### config.mk
export PLATFORM = sky130hd
export DESIGN_NAME = latch_pattern_driver
export DESIGN_NICKNAME = d
export VERILOG_FILES = /design/src/rtl/latch_pattern_driver.sv
export SDC_FILE = /design/constraint.sdc
export NUM_CORES = 1
export LEC_CHECK = 0
export BUFFER_PORTS_ARGS = -buffer_cell sky130_fd_sc_hd__buf_2
export CAP_MARGIN = 20
export CORE_ASPECT_RATIO = 1.2
export CORE_MARGIN = 2
export CORE_UTILIZATION = 49
export DETAILED_ROUTE_END_ITERATION = 7
export HOLD_SLACK_MARGIN = 0.03
export PLACE_DENSITY = 0.71
export RECOVER_POWER = 25
export SYNTH_ARGS = -nofsm -noshare
export SYNTH_HDL_FRONTEND = slang
export SYNTH_SLANG_ARGS = --single-unit
export TNS_END_PERCENT = 10
### constraint.sdc
create_clock -name CK -period 1.8 [get_ports CK]
set_input_delay 0.36 -clock CK [delete_from_list [all_inputs] [get_ports CK]]
set_output_delay 0.36 -clock CK [all_outputs]
set_load 0.005 [all_outputs]
### src/rtl/latch_pattern_driver.sv
// latch_pattern_driver
//   Serial stimulus generator for a latch or flip-flop under test. A captured
//   pattern is emitted MSB first on D, each bit held for HOLD clock cycles,
//   and the whole pattern is emitted REPEAT+1 times.
//
//   Optional feature macro: PATTERN_CHECK_EN
//     defined   : Q is compared with D on the last held cycle of every bit;
//                 mismatches are counted in ERR_CNT (saturating at 255).
//     undefined : no checker logic, ERR_CNT is constant 0, Q is ignored.
//
//   Handshake: START is sampled only in IDLE; an accepted START captures
//   PATTERN and REPEAT, raises BUSY on the same edge and puts the first bit
//   on D. BUSY stays high for (REPEAT+1)*WIDTH*HOLD cycles, then DONE pulses
//   for exactly one cycle (FIN) and the block returns to IDLE. START, PATTERN
//   and REPEAT are don't-care while BUSY or DONE is high.
//
// Ports
//   CK       in   clock, rising edge
//   RST      in   asynchronous reset, active-high
//   START    in   start request
//   PATTERN  in   [WIDTH-1:0]    pattern to emit
//   REPEAT   in   [REPEAT_W-1:0] extra passes, 0 = emit once
//   Q        in   output of the device under test (checker only)
//   D        out  serial stimulus
//   BUSY     out  high while the pattern is being emitted
//   DONE     out  one-cycle pulse after the last bit
//   ERR_CNT  out  [7:0] Q/D mismatch count
module latch_pattern_driver #(
    parameter int WIDTH    = 8,
    parameter int HOLD     = 2,
    parameter int REPEAT_W = 4
) (
    input  logic                CK,
    input  logic                RST,
    input  logic                START,
    input  logic [WIDTH-1:0]    PATTERN,
    input  logic [REPEAT_W-1:0] REPEAT,
    input  logic                Q,
    output logic                D,
    output logic                BUSY,
    output logic                DONE,
    output logic [7:0]          ERR_CNT
);

    localparam int IDX_W  = $clog2(WIDTH);
    localparam int HOLD_W = (HOLD > 1) ? $clog2(HOLD) : 1;
    localparam logic [IDX_W-1:0]  LAST_IDX  = IDX_W'(WIDTH - 1);
    localparam logic [HOLD_W-1:0] LAST_HOLD = HOLD_W'(HOLD - 1);

    typedef enum logic [1:0] {
        IDLE  = 2'd0,
        SHIFT = 2'd1,
        FIN   = 2'd2
    } state_t;

    state_t              state;
    logic [WIDTH-1:0]    pat_reg;
    logic [WIDTH-1:0]    shreg;
    logic [REPEAT_W-1:0] rep_cnt;
    logic [IDX_W-1:0]    bit_idx;
    logic [HOLD_W-1:0]   hold_cnt;

    // D is the MSB of the shift register. The register is loaded on START and
    // on every repeat, shifted per bit, and cleared when the run ends, so D is
    // a plain flop output that reads 0 whenever the block is not emitting.
    assign D = shreg[WIDTH-1];

    always_ff @(posedge CK or posedge RST) begin
        if (RST) begin
            state    <= IDLE;
            pat_reg  <= '0;
            shreg    <= '0;
            rep_cnt  <= '0;
            bit_idx  <= '0;
            hold_cnt <= '0;
            BUSY     <= 1'b0;
            DONE     <= 1'b0;
        end else begin
            case (state)
                IDLE: begin
                    DONE <= 1'b0;
                    BUSY <= 1'b0;
                    if (START) begin
                        pat_reg  <= PATTERN;
                        shreg    <= PATTERN;
                        rep_cnt  <= REPEAT;
                        bit_idx  <= '0;
                        hold_cnt <= '0;
                        BUSY     <= 1'b1;
                        state    <= SHIFT;
                    end
                end
                SHIFT: begin
                    if (hold_cnt != LAST_HOLD) begin
                        hold_cnt <= hold_cnt + HOLD_W'(1);
                    end else begin
                        hold_cnt <= '0;
                        if (bit_idx != LAST_IDX) begin
                            bit_idx <= bit_idx + IDX_W'(1);
                            shreg   <= {shreg[WIDTH-2:0], 1'b0};
                        end else if (rep_cnt != '0) begin
                            // Counting down from the captured value gives
                            // exactly REPEAT extra passes, all-ones included.
                            rep_cnt <= rep_cnt - REPEAT_W'(1);
                            bit_idx <= '0;
                            shreg   <= pat_reg;
                        end else begin
                            shreg <= '0;
                            BUSY  <= 1'b0;
                            DONE  <= 1'b1;
                            state <= FIN;
                        end
                    end
                end
                FIN: begin
                    DONE  <= 1'b0;
                    state <= IDLE;
                end
                default: begin
                    shreg <= '0;
                    BUSY  <= 1'b0;
                    DONE  <= 1'b0;
                    state <= IDLE;
                end
            endcase
        end
    end

`ifdef PATTERN_CHECK_EN
    logic [7:0] err_cnt;

    // Q is compared on the last held cycle of each bit, giving the device
    // under test the longest settling time the hold window allows.
    always_ff @(posedge CK or posedge RST) begin
        if (RST) begin
            err_cnt <= '0;
        end else if (state == IDLE && START) begin
            err_cnt <= '0;
        end else if (state == SHIFT && hold_cnt == LAST_HOLD &&
                     Q != D && err_cnt != 8'hFF) begin
            err_cnt <= err_cnt + 8'd1;
        end
    end

    assign ERR_CNT = err_cnt;
`else
    logic unused_q;
    assign unused_q = Q;
    assign ERR_CNT  = 8'd0;
`endif

endmodule
==> summary.txt <==
Status = complete, but fails checks
Failing checks = capacitance limit, slew limit
Worst R2R Start = state[0]
Port Buffers = 17
XOR/XNOR Fraction of Synth Area = 0
Diode count = 0
Synth Area in Simple Gates = 0.159
GP Congestion = 0.786
Max incr delay on CP = 0.65 ns
Worst Hold Class = in -> reg
Num CTS Buffers = 3
VDD IR max = 0.895 mV
Post-synthesis compound-gate area fraction = 0.187
Total wire length = 3.01 mm
Overall fraction of global-route tracks in use = 0.185
Mux cell area share after synthesis = 0.0609
Crit path buf inv count = 0
Vias in the first global route = 1157
Drt initial violations = 25
Top post-synthesis cells by area = dfrtp_1, mux2_2, buf_4
Synth area leader = dfrtp_1
Dpl ws = 0.0572 ns
Area delta synth->final = 13.3%
Distinct cell type count after synthesis = 36
Cell chosen for the clock root = clkbuf_4
Max transition margin = -0.0107
P_int = 0.00152 W
Drt pass-1 iters = 4
Slew Limit Fails = 29
Top-area cell type share of the netlist area = 0.481
Syn Area/Cell = 9.92 um2
Fillers = 249
Synth top cells by count = dfrtp_1, nand2_1, o21ai_0
Post-layout minimum cycle time = 1.72 ns
Congestion Overflow GR = 0
Die Area = 0.00343 mm2
Largest family of logic cells by synthesized area = compound AO/OA/AOI/OAI gates
Final period util = 0.958
Worst Tran Pin Value = 1.52 ns
Async set-reset flop share out of synthesis = 1.00
Switching part of the total power = 0.385
H-Tree Level Count = 1
I/O pin count = 27
Hold path cells = 2
Initial Utilization = 0.518
Total clock sinks = 28
Vias = 1126
Reg-to-reg slack, setup = 0.08 ns
Final ANT Viol Nets = 0
Final instance area = 0.00165 mm2
Initial antenna violation count = 0
Synth Area in Adders = 0.0258
Cells after Synth = 147
Placed wire-length estimate = 2.21 mm
Worst Hold Path EP = pat_reg[7]
Layout cells sized above 1 = 0.276
Final Worst Setup Slack = 0.0750 ns
CTS tree = yes
Syn Std Cell Area = 0.00146 mm2
Fin Clk Skew = 0.00677 ns
Worst Setup End Kind = flop
Max FO, Critical Path = 10
Routed vias/inst = 5.52
Crit path DAT = 1.98 ns
Core Area = 0.00281 mm2
# DRC = 0
Leakage = 0.771 nW
Crit path required time = 2.05 ns
Die height = 63.7 um
Final nets = 191
Crit-path cells = or3b_2 > o31ai_4 > o21ai_0 > o21bai_1
Top Family by Delay on Critical Path = simple AND/OR/NAND/NOR gates
Largest net degree at the start of global routing = 29
Seq/Total Area, Yosys = 0.481
Main synth FF type = dfrtp_1
Path depth of the worst reg2reg path = 4
Slowest CP cell = or3b_2
Worst skew pair latency = 0.32 ns
CTS clk-pin slew, worst paths = 0.14 ns
Clock Power Share = 0.101
Dominant cell by count in the synthesized netlist = dfrtp_1
Yosys warning total = 0
CTS max path bufs = 2
Cell Rows = 21
DIE WIDTH = 53.8 um
Logic gate share of total power = 0.465
Fmax = 0.580 GHz
P_sw = 0.000952 W
Share of power burned in registers = 0.434
Utilization after layout = 0.587
Post-DR wirelength/cell = 14.7 um
Dpl cell area = 0.00159 mm2
First-pass GRT wire length = 4.72 mm
Startpoint types = flop
Hold Vio Cnt, Final = 0
FF+latch count, synth = 28
Max-cap violations = 1
Worst r2r dst = rep_cnt[0]
Setup Viol. Count Final = 0
Pwr/cell area = 1500 mW/mm2
Setup CP Type = reg -> reg
EDFF count, synth = 0
Hold path startpoint = PATTERN[7]
## worst reg2reg max path, delay by kind of cell, from the launching register on
kind	cells	cell delay, ns
AOI/OAI and AO/OA	3	0.52
DFF	1	0.49
and+or+nand+nor	1	0.66
## stage by stage
step	instances	hold slack [ns]	setup TNS, ns	power [W]
global placement	200	0.437	0	0.00209
floorplan	154	0.425	0	0.00183
global route	204	0.265	-0.00488	0.00266
CTS	203	0.0800	0	0.00241
finish	204	0.273	0	0.00247
detailed placement	200	0.444	0	0.00217
## layer usage
metal	track usage	share of wire	vias up
met5	0	0	-
met4	0.0673	0.0070	0
met3	0.0327	0.037	2
met2	0.345	0.54	21
met1	0.197	0.42	550
li1	-	-	553
## worst max path at each step
stage	to	cells past startpoint	startpoint	slack, ns
4_1_cts	shreg[6]	8	rep_cnt[0]	0.02
2_1_floorplan	shreg[5]	6	rep_cnt[0]	0.05
3_5_place_dp	shreg[5]	8	rep_cnt[0]	0.06
6_report	rep_cnt[0]	4	state[0]	0.08
5_1_grt	rep_cnt[0]	6	bit_idx[0]	-0.005
3_3_place_gp	shreg[5]	8	rep_cnt[0]	0.08
## power groups by stage
stage / clock [W] / combinational [W] / sequential [W]
detailed placement: 0 / 0.00109 / 0.00108
global route: 0.000279 / 0.00128 / 0.00110
CTS: 0.000258 / 0.00109 / 0.00106
global placement: 0 / 0.00103 / 0.00105
floorplan: 0 / 0.000810 / 0.00102
finish: 0.000251 / 0.00115 / 0.00107
## placed cells by master (no fill, tap or decap), types with 6 or more instances in the layout
cell type / instances
dfrtp_1: 28
buf_2: 17
nand2_1: 15
o21ai_0: 12
a21oi_1: 11
buf_4: 11
conb_1: 8
mux2_2: 7
nor2_1: 6
## timing repair
action | 4_1_cts | 5_1_grt
endpoints found under the setup margin | 0 | 5
hold buffers | 0 | 0
buffers inserted | 0 | 1
gates resized for setup | 0 | 7
## logic make-up after synthesis
| group | count (synthesis) |
|---|---|
| multiplexers | 8 |
| flip-flops | 28 |
| other | 1 |
| AO/OA/AOI/OAI | 42 |
| buffers and inverters | 21 |
| adder cells (fa/ha/maj) | 3 |
| AND/OR/NAND/NOR | 44 |
## area by class of cell
class,instances,area (um2),area share
tap,34,42.5,0.0258
timing repair buffer,29,171,0.104
clock buffer,3,22.5,0.0136
multi-input combinational,105,696,0.421
sequential,28,701,0.424
inverter,5,18.8,0.0114
(Power assumes the default switching activity.)
